File: src/rtl/sonar_pkg.sv
// Shared types, default 50 MHz timing and channel-selection helper for the sonar scan scheduler.
package sonar_pkg;

    localparam int MAX_CH = 8;
    localparam int CH_W   = 3;

    localparam int TRIG_CYC_DEF    = 500;
    localparam int START_MAX_DEF   = 50000;
    localparam int ECHO_MAX_DEF    = 1900000;
    localparam int HOLDOFF_CYC_DEF = 3000000;
    localparam int NEAR_TH_DEF     = 30000;

    typedef enum logic [2:0] {
        IDLE,
        TRIG,
        WAIT,
        MEAS,
        HOLD
    } state_e;

    // First enabled channel at or after start, wrapping at n-1; start if none is enabled.
    function automatic logic [CH_W-1:0] next_enabled(input logic [MAX_CH-1:0] mask,
                                                     input logic [CH_W-1:0] start,
                                                     input int n);
        logic [CH_W-1:0] sel;
        logic            found;
        int              idx;
        sel   = start;
        found = 1'b0;
        for (int i = 0; i < MAX_CH; i++) begin
            idx = (int'(start) + i) % n;
            if (!found && i < n && mask[idx[CH_W-1:0]]) begin
                sel   = idx[CH_W-1:0];
                found = 1'b1;
            end
        end
        return sel;
    endfunction

endpackage

File: src/rtl/sonar_echo_sync.sv
// Two-flop synchroniser for all echo pins, plus edge pulses on the currently selected channel.
module sonar_echo_sync
    import sonar_pkg::*;
#(
    parameter int N_CH = 4
) (
    input  logic            clk,
    input  logic            rst,
    input  logic [N_CH-1:0] echo_i,
    input  logic [CH_W-1:0] sel_i,
    output logic            echo_s_o,
    output logic            rise_o,
    output logic            fall_o
);

    logic [N_CH-1:0]   meta_q;
    logic [N_CH-1:0]   sync_q;
    logic [MAX_CH-1:0] sync_pad;
    logic              prev_q;

    always_ff @(posedge clk) begin
        if (rst) begin
            meta_q <= '0;
            sync_q <= '0;
            prev_q <= 1'b0;
        end else begin
            meta_q <= echo_i;
            sync_q <= meta_q;
            prev_q <= echo_s_o;
        end
    end

    assign sync_pad = MAX_CH'(sync_q);
    assign echo_s_o = sync_pad[sel_i];
    assign rise_o   = echo_s_o & ~prev_q;
    assign fall_o   = ~echo_s_o & prev_q;

endmodule

File: src/rtl/sonar_scan_sched.sv
// Round-robin ultrasonic ranger scheduler: one trigger at a time, echo width measured in clk cycles.
// Optional proximity alarm output near_o is built when SONAR_PROX_ALARM_EN is defined.
module sonar_scan_sched
    import sonar_pkg::*;
#(
    parameter int N_CH        = 4,
    parameter int CNT_W       = 22,
    parameter int TRIG_CYC    = TRIG_CYC_DEF,
    parameter int START_MAX   = START_MAX_DEF,
    parameter int ECHO_MAX    = ECHO_MAX_DEF,
    parameter int HOLDOFF_CYC = HOLDOFF_CYC_DEF
`ifdef SONAR_PROX_ALARM_EN
    ,
    parameter int NEAR_TH     = NEAR_TH_DEF
`endif
) (
    input  logic             clk,
    input  logic             rst,
    input  logic [N_CH-1:0]  en_mask,
    input  logic [N_CH-1:0]  echo_i,
    output logic [N_CH-1:0]  trig_o,
    output logic             res_valid,
    output logic [2:0]       res_ch,
    output logic [CNT_W-1:0] res_width,
    output logic             res_timeout,
    output logic             busy
`ifdef SONAR_PROX_ALARM_EN
    ,
    output logic [N_CH-1:0]  near_o
`endif
);

    if (N_CH < 1 || N_CH > MAX_CH) begin : g_bad_nch
        $error("N_CH must be in 1..8");
    end
    if (64'(ECHO_MAX) >= (64'd1 << CNT_W) || 64'(START_MAX) >= (64'd1 << CNT_W)
        || 64'(HOLDOFF_CYC) >= (64'd1 << CNT_W)) begin : g_bad_cnt
        $error("timing limits must fit in CNT_W bits");
    end

    state_e          state_q;
    logic [CH_W-1:0] ch_ptr_q;
    logic [CNT_W-1:0] cnt_q;
    logic [N_CH-1:0] trig_q;
    logic            busy_q;
    logic            res_valid_q;
    logic [CH_W-1:0] res_ch_q;
    logic [CNT_W-1:0] res_width_q;
    logic            res_to_q;

    logic [CH_W-1:0] nxt_ch;
    logic [CH_W-1:0] adv_ch;
    logic [CNT_W-1:0] cnt_inc;
    logic            echo_s;
    logic            echo_rise;
    logic            echo_fall;

    sonar_echo_sync #(.N_CH(N_CH)) u_sync (
        .clk      (clk),
        .rst      (rst),
        .echo_i   (echo_i),
        .sel_i    (ch_ptr_q),
        .echo_s_o (echo_s),
        .rise_o   (echo_rise),
        .fall_o   (echo_fall)
    );

    assign nxt_ch  = next_enabled(MAX_CH'(en_mask), ch_ptr_q, N_CH);
    assign adv_ch  = (ch_ptr_q == CH_W'(N_CH - 1)) ? '0 : ch_ptr_q + 1'b1;
    assign cnt_inc = (&cnt_q) ? cnt_q : cnt_q + 1'b1;

    always_ff @(posedge clk) begin
        if (rst) begin
            state_q     <= IDLE;
            ch_ptr_q    <= '0;
            cnt_q       <= '0;
            trig_q      <= '0;
            busy_q      <= 1'b0;
            res_valid_q <= 1'b0;
            res_ch_q    <= '0;
            res_width_q <= '0;
            res_to_q    <= 1'b0;
        end else begin
            res_valid_q <= 1'b0;
            case (state_q)
                IDLE: if (en_mask != '0) begin
                    ch_ptr_q <= nxt_ch;
                    trig_q   <= N_CH'(1) << nxt_ch;
                    cnt_q    <= '0;
                    busy_q   <= 1'b1;
                    state_q  <= TRIG;
                end
                TRIG: if (cnt_q == CNT_W'(TRIG_CYC - 1)) begin
                    trig_q  <= '0;
                    cnt_q   <= '0;
                    state_q <= WAIT;
                end else begin
                    cnt_q <= cnt_inc;
                end
                // Level check also catches an echo that was already high on entry.
                // The rise cycle itself is the first high cycle, so counting starts at 1.
                WAIT: if (echo_rise || echo_s) begin
                    cnt_q   <= CNT_W'(1);
                    state_q <= MEAS;
                end else if (cnt_q == CNT_W'(START_MAX - 1)) begin
                    res_valid_q <= 1'b1;
                    res_ch_q    <= ch_ptr_q;
                    res_width_q <= '0;
                    res_to_q    <= 1'b1;
                    cnt_q       <= '0;
                    state_q     <= HOLD;
                end else begin
                    cnt_q <= cnt_inc;
                end
                MEAS: if (echo_fall) begin
                    res_valid_q <= 1'b1;
                    res_ch_q    <= ch_ptr_q;
                    res_width_q <= cnt_q;
                    res_to_q    <= 1'b0;
                    cnt_q       <= '0;
                    state_q     <= HOLD;
                end else if (cnt_q == CNT_W'(ECHO_MAX)) begin
                    res_valid_q <= 1'b1;
                    res_ch_q    <= ch_ptr_q;
                    res_width_q <= '0;
                    res_to_q    <= 1'b1;
                    cnt_q       <= '0;
                    state_q     <= HOLD;
                end else begin
                    cnt_q <= cnt_inc;
                end
                HOLD: if (cnt_q == CNT_W'(HOLDOFF_CYC - 1)) begin
                    ch_ptr_q <= adv_ch;
                    cnt_q    <= '0;
                    busy_q   <= 1'b0;
                    state_q  <= IDLE;
                end else begin
                    cnt_q <= cnt_inc;
                end
                default: begin
                    trig_q  <= '0;
                    busy_q  <= 1'b0;
                    state_q <= IDLE;
                end
            endcase
        end
    end

    assign trig_o      = trig_q;
    assign busy        = busy_q;
    assign res_valid   = res_valid_q;
    assign res_ch      = res_ch_q;
    assign res_width   = res_width_q;
    assign res_timeout = res_to_q;

`ifdef SONAR_PROX_ALARM_EN
    logic [N_CH-1:0]      near_q;
    logic [N_CH-1:0][2:0] far_hist_q;

    // A near bit clears only after three consecutive far-or-timeout results on that channel.
    always_ff @(posedge clk) begin
        if (rst) begin
            near_q     <= '0;
            far_hist_q <= '0;
        end else if (res_valid_q) begin
            for (int i = 0; i < N_CH; i++) begin
                if (res_ch_q == CH_W'(i)) begin
                    if (!res_to_q && res_width_q < CNT_W'(NEAR_TH)) begin
                        near_q[i]     <= 1'b1;
                        far_hist_q[i] <= '0;
                    end else begin
                        far_hist_q[i] <= {far_hist_q[i][1:0], 1'b1};
                        if (far_hist_q[i][1:0] == 2'b11) near_q[i] <= 1'b0;
                    end
                end
            end
        end
    end

    assign near_o = near_q;
`endif

endmodule

File: config.mk
export PLATFORM = sky130hd
export DESIGN_NAME = sonar_scan_sched
export DESIGN_NICKNAME = d
export VERILOG_FILES = /design/src/rtl/sonar_pkg.sv /design/src/rtl/sonar_echo_sync.sv /design/src/rtl/sonar_scan_sched.sv
export SDC_FILE = /design/constraint.sdc
export NUM_CORES = 1
export LEC_CHECK = 0
export BUFFER_PORTS_ARGS = -buffer_cell sky130_fd_sc_hd__buf_2
export CORE_MARGIN = 10
export CORE_UTILIZATION = 45
export CTS_CLUSTER_DIAMETER = 60
export DETAILED_ROUTE_END_ITERATION = 10
export GPL_ROUTABILITY_DRIVEN = 0
export GPL_TIMING_DRIVEN = 0
export SLEW_MARGIN = 10
export SYNTH_ARGS = -nofsm -noshare
export SYNTH_HDL_FRONTEND = slang
export SYNTH_HIERARCHICAL = 1
export SYNTH_SLANG_ARGS = --single-unit
File: constraint.sdc
create_clock -name clk -period 3.11 [get_ports clk]
set_input_delay 0.1555 -clock clk [delete_from_list [all_inputs] [get_ports clk]]
set_output_delay 0.1555 -clock clk [all_outputs]
set_load 0.02 [all_outputs]
==> flow_metrics.env, run 1 <==
export IMPL_status="finished clean"
export IMPL_hold_viol=0
export IMPL_clock_latency_ps=340
export IMPL_p_per_area_mw_per_mm2=681
export IMPL_synth_area_mm2=0.00332
export IMPL_r2r_start="cnt_q[13]"
export IMPL_r2r_cells=8
export IMPL_core_area_mm2=0.00721
export IMPL_finalWirelength_um=8180
export IMPL_setup_viol=0
export IMPL_first_pass_iters=4
export IMPL_syn_nets=383
export IMPL_synth_edf_count=0
export IMPL_layout_nets=433
export IMPL_synth_area_leader_cell="dfxtp_1"
export IMPL_grt_pass1_vias=2865
export IMPL_place_ws_ps=436
export IMPL_ant_nets=0
export IMPL_max_freq_mhz=374
export IMPL_period_share_pct=86.0
export IMPL_grt_first_pass_wirelength_um=13800
export IMPL_avgRoutedWirePerCell_um=15.6
export IMPL_regArea_mm2=0.00138
export IMPL_syn_inst=370
export IMPL_cp_max_fo=10
export IMPL_holdWs_ps=24.5
export IMPL_drive_above_1_share_pct=18.1
export IMPL_rows=31
export IMPL_ctsResizeCount=0
export IMPL_end_kind="register"
export IMPL_cts_root_buffer="clkbuf_8"
export IMPL_synth_seq_cells=69
export IMPL_synth_top_area_share_pct=41.7
export IMPL_skew_ps=6.70
export IMPL_relSlewSlack_pct=44.0
export IMPL_die_h_um=106
export IMPL_yosysWarnings=6
export IMPL_num_vias=2893
export IMPL_track_usage_pct=14.7
export IMPL_crit_type="register to register"
export IMPL_fp_dieW_um=106
export IMPL_setup_tns_ps=0
export IMPL_synth_commonest_cells="69 x dfxtp_1, 40 x nor2_1, 26 x nand2_1, 19 x a22o_1, 17 x clkbuf_1"
export IMPL_startpoint_type="register"
export IMPL_layout_setup_ws_ps=435
export IMPL_hold_depth=2
export IMPL_finalMaxSlewViolations=0
export IMPL_antenna_cells=0
export IMPL_peakVddDrop_uv=271
export IMPL_worstPathRequired_ps=3320
export IMPL_min_from="echo_i[0]"
export IMPL_cts_tree="built"
export IMPL_cts_sinks=69
export IMPL_cts_hold_buffers=0
export IMPL_cts_max_path_buffers=2
export IMPL_finalPower_uw=2630
export IMPL_n_fill_cell=687
export IMPL_holdPathEnd="u_sync/meta_q[0]"
export IMPL_clk_pin_slew_ps=70
export IMPL_dp_hpwl_um=6090
export IMPL_route_detailed_drc=0
export IMPL_cap_violations=0
export IMPL_antenna_found_initial=0
export IMPL_rsz0062_at_grt="false"
export IMPL_fin_cells=524
export IMPL_postCtsSetupRepairBufs=0
export IMPL_syn2layout_area_growth_pct=16.4
export IMPL_multi_input_area_mm2=0.00180
export IMPL_viasPerCell=5.52
export IMPL_drt_iter0_drc=130
export IMPL_power_leakage_uw=0.00147
export IMPL_ys_types=59
export IMPL_avgSynthCellArea_um2=8.96
export IMPL_grt_max_degree=12
export IMPL_overflow=0
export IMPL_yosysMostFrequentCell="dfxtp_1"
export IMPL_hold_path_class="input pin to register"
export IMPL_dieArea_mm2=0.0112
export IMPL_ios=42
export IMPL_reg2reg_to="res_width[21]"
export IMPL_seq_area_frac_synth_pct=41.7
export IMPL_synth_area_leaders="dfxtp_1 42%, a22o_1 5.0%, nor2_1 4.5%"
export IMPL_regToRegSetupSlack_ps=440
export IMPL_worst_slew_pin_slew_ps=833
export IMPL_start_util_pct=46.0
export IMPL_arrival_ps=2880
export IMPL_finalCriticalPeriod_ps=2670
export IMPL_portBuffers=39
export IMPL_ys_flop_type="dfxtp_1"
export IMPL_numCtsBuffers=9
export IMPL_h_tree_depth=3
export IMPL_place_inst=508
export IMPL_async_flop_share_pct=0
## how the worst max path moves through the flow
stage,startpoint,end,slack [ps],cells past startpoint
6_report,cnt_q[13],res_width[21],440,8
5_1_grt,cnt_q[13],res_width[21],150,8
4_1_cts,ch_ptr_q[1],res_width[18],420,7
3_5_place_dp,ch_ptr_q[1],res_width[18],440,7
3_3_place_gp,ch_ptr_q[1],res_width[10],460,7
2_1_floorplan,cnt_q[9],res_width[10],920,8
## cells by family after synthesis
logic type               after synthesis  share of synthesized area, %
AND/OR/NAND/NOR                      159                          26.6
adder cells (fa/ha/maj)                3                          1.13
buffers and inverters                 30                          4.00
flip-flops                            69                          41.7
multiplexers                          10                          3.96
XOR/XNOR                              14                          3.70
AO/OA/AOI/OAI                         85                          19.0
## sequential cells by signal (all words and copies together) (netlist names)
signal / count
u_sync/sync_q: 4
ch_ptr_q: 3
u_sync/meta_q: 4
trig_o: 4
state_q: 3
res_ch: 3
res_valid: 1
res_width: 22
u_sync/prev_q: 1
res_timeout: 1
busy: 1
cnt_q: 22
## power by group
group          total [µW]  internal (µW)  leakage [µW]  switching, µW
logic                 806            319      0.000797            486
registers            1010            950      0.000560           55.8
clock network         817            493      0.000116            324
## metal layers
metal  share of wire [%]  global-route usage [%]  wire (µm)  up-vias
met5                   0                       0          0        -
met4                 1.0                    4.74         82        0
met3                 5.3                    5.30        435        8
met2                  48                    24.0       3960       63
met1                  45                    17.5       3700     1359
li1                    -                       -          -     1463
## cell type report
| type | count | area share, % |
|---|---|---|
| plain buffers | 21 | 2.56 |
| flip-flops and latches | 69 | 35.8 |
| inverters | 9 | 0.875 |
| multi-input cells | 271 | 46.7 |
| clock inverters | 4 | 1.82 |
| clock buffers | 12 | 4.02 |
| repair buffers | 39 | 5.06 |
| well taps | 99 | 3.21 |
## through the flow
step                utilization [%]  instance area (µm²)
finish                         53.5                 3860
global route                   53.5                 3860
CTS                            53.5                 3860
floorplan                         -                 3320
global placement               50.4                 3630
detailed placement             50.4                 3630
## worst max-delay path, stage by stage, from the launching register on
cell and delay (ps):
dfxtp_1 300, clkbuf_1 190, nor4_1 510, nand4_1 230, nor4_1 390, o2111ai_2 280
clkbuf_1 320, a22oi_1 260, nor2_1 70
## placed cells by master (no fill, tap or decap), types with 3 or more instances in the layout
master    synthesis  routed
dfxtp_1          69      69
buf_2             1      40
nor2_1           40      40
nand2_1          26      26
a22o_1           19      19
clkbuf_1         17      18
o21ai_0          15      15
nor2b_1          15      15
nand3_1          13      13
a21oi_1          12      12
nor3_1           11      11
clkbuf_8          0      11
inv_1             9       9
a31oi_1           9       9
nand4_1           8       8
nor4_1            7       7
xnor2_1           7       7
xor2_1            7       7
nor4b_1           6       6
mux2i_1           6       6
a22oi_1           6       6
and3_1            5       5
or3_1             4       4
o21ai_2           3       3
nand4b_1          3       3
and4_1            3       3
o211ai_1          3       3
a211oi_1          3       3
ha_1              3       3
Power figures use the tool's default switching activity.
==> run 2: changes to the inputs <==
PLACE_DENSITY = 0.77   (was unset)
==> run 2 against run 1 <==
Clock power is 5.5% lower. Largest cell class unchanged. Fmax is 1.1% higher. Sequential share of layout area is 0.17 points higher. Global-route usage is 0.34 points lower.
==> flow_metrics.env, run 2 (synthesis results as in run 1) <==
export IMPL_n_fill_cell=700
export IMPL_h_tree_depth=3
export IMPL_cts_max_path_buffers=2
export IMPL_finalWirelength_um=8040
export IMPL_skew_ps=7.50
export IMPL_layout_nets=433
export IMPL_grt_max_degree=12
export IMPL_grt_pass1_vias=2871
export IMPL_cts_tree="built"
export IMPL_slowest_stage="nor4_1"
export IMPL_die_h_um=106
export IMPL_regToRegSetupSlack_ps=460
export IMPL_ios=42
export IMPL_fp_dieW_um=106
export IMPL_cap_violations=0
export IMPL_reg2reg_to="cnt_q[15]"
export IMPL_crit_type="register to register"
export IMPL_end_kind="register"
export IMPL_rows=31
export IMPL_worst_slew_pin_slew_ps=789
export IMPL_numCtsBuffers=9
export IMPL_hold_depth=2
export IMPL_cts_hold_buffers=0
export IMPL_r2r_cells=8
export IMPL_syn2layout_area_growth_pct=15.8
export IMPL_crit_chain="clkbuf_1 -> nor4_1 -> nand4b_1 -> o31ai_4 -> nand4_4 -> o21ai_4 -> buf_4 -> nor2_1"
export IMPL_peakVddDrop_uv=331
export IMPL_worstPathRequired_ps=3350
export IMPL_period_share_pct=85.1
export IMPL_first_pass_iters=7
export IMPL_finalMaxSlewViolations=0
export IMPL_p_per_area_mw_per_mm2=673
export IMPL_final_common_cell="dfxtp_1"
export IMPL_setup_tns_ps=0
export IMPL_ant_nets=0
export IMPL_hold_viol=0
export IMPL_min_from="echo_i[3]"
export IMPL_clk_pin_slew_ps=70
export IMPL_route_detailed_drc=0
export IMPL_dp_hpwl_um=5820
export IMPL_postCtsSetupRepairBufs=0
export IMPL_cp_max_fo=10
export IMPL_holdPathEnd="u_sync/meta_q[3]"
export IMPL_finalCriticalPeriod_ps=2650
export IMPL_clock_latency_ps=350
export IMPL_max_freq_mhz=378
export IMPL_mostFrequentLayoutCells="69 x dfxtp_1, 40 x buf_2, 40 x nor2_1"
export IMPL_overflow=0
export IMPL_cts_root_buffer="clkbuf_8"
export IMPL_r2r_start="cnt_q[13]"
export IMPL_num_vias=3003
export IMPL_antenna_cells=0
export IMPL_track_usage_pct=14.3
export IMPL_rsz0062_at_grt="false"
export IMPL_status="finished clean"
export IMPL_cts_sinks=69
export IMPL_ctsResizeCount=0
export IMPL_avgRoutedWirePerCell_um=15.3
export IMPL_grt_first_pass_wirelength_um=13400
export IMPL_drt_iter0_drc=142
export IMPL_startpoint_type="register"
export IMPL_max_stage_delay_ps=520
export IMPL_core_area_mm2=0.00721
export IMPL_arrival_ps=2890
export IMPL_finalPower_uw=2590
export IMPL_portBuffers=39
export IMPL_drive_above_1_share_pct=17.9
export IMPL_relSlewSlack_pct=47.0
export IMPL_dieArea_mm2=0.0112
export IMPL_power_leakage_uw=0.00146
export IMPL_antenna_found_initial=0
export IMPL_hold_path_class="input pin to register"
export IMPL_viasPerCell=5.73
export IMPL_start_util_pct=46.0
export IMPL_setup_viol=0
==> run 2: cell types whose count changed in the layout (fill, tap and decap cells not counted) <==
cell,before,now
clkbuf_8,11,9
clkinv_2,2,3
clkbuf_1,18,19
==> run 2: cell type report <==
type / instances / area [µm²] / area share, %
Multi-Input combinational cell: 271 / 1800 / 46.9
Buffer: 21 / 98.8 / 2.57
Tap cell: 99 / 124 / 3.22
Sequential cell: 69 / 1380 / 36.0
Timing Repair Buffer: 39 / 195 / 5.08
Inverter: 9 / 33.8 / 0.879
Clock inverter: 5 / 75.1 / 1.95
Clock buffer: 11 / 131 / 3.42
==> run 2: worst max-delay path by stage <==
stage,slack (ps),depth (start not counted),to,from
final,460,8,cnt_q[15],cnt_q[13]
after floorplan,920,8,res_width[10],cnt_q[9]
after detailed placement,530,7,res_width[20],ch_ptr_q[1]
after global placement,550,7,res_width[15],ch_ptr_q[1]
after CTS,500,7,res_width[19],ch_ptr_q[1]
after global routing,310,7,res_width[20],ch_ptr_q[1]
==> run 2: critical path, delay by kind of cell (launching register included) <==
kind                   cells  cell delay (ps)
AND/OR/NAND/NOR            4             1070
buffers and inverters      2              420
flip-flops                 1              300
AO/OA/AOI/OAI              2              750
==> run 2: per-stage QoR <==
step	setup slack [ps]	cell area, µm²	instances	hold slack, ps	util, %
global route	307	3840	524	13.9	53.2
global placement	551	3630	508	367	50.4
detailed placement	534	3630	508	373	50.4
finish	463	3840	524	15.7	53.2
CTS	503	3840	524	3.06	53.2
floorplan	916	3320	370	227	-
==> run 2: power breakdown <==
group	internal, µW	switching (µW)
Combinational	318	485
Clock	448	324
Sequential	950	59.9
Total	1720	869
==> run 2: routing by layer <==
layer	up-vias	part of all wire (%)	GRT usage, %
met2	106	49	23.9
met4	0	2.0	6.00
met3	17	6.7	5.30
met5	-	0	0
li1	1463	-	-
met1	1417	43	16.2
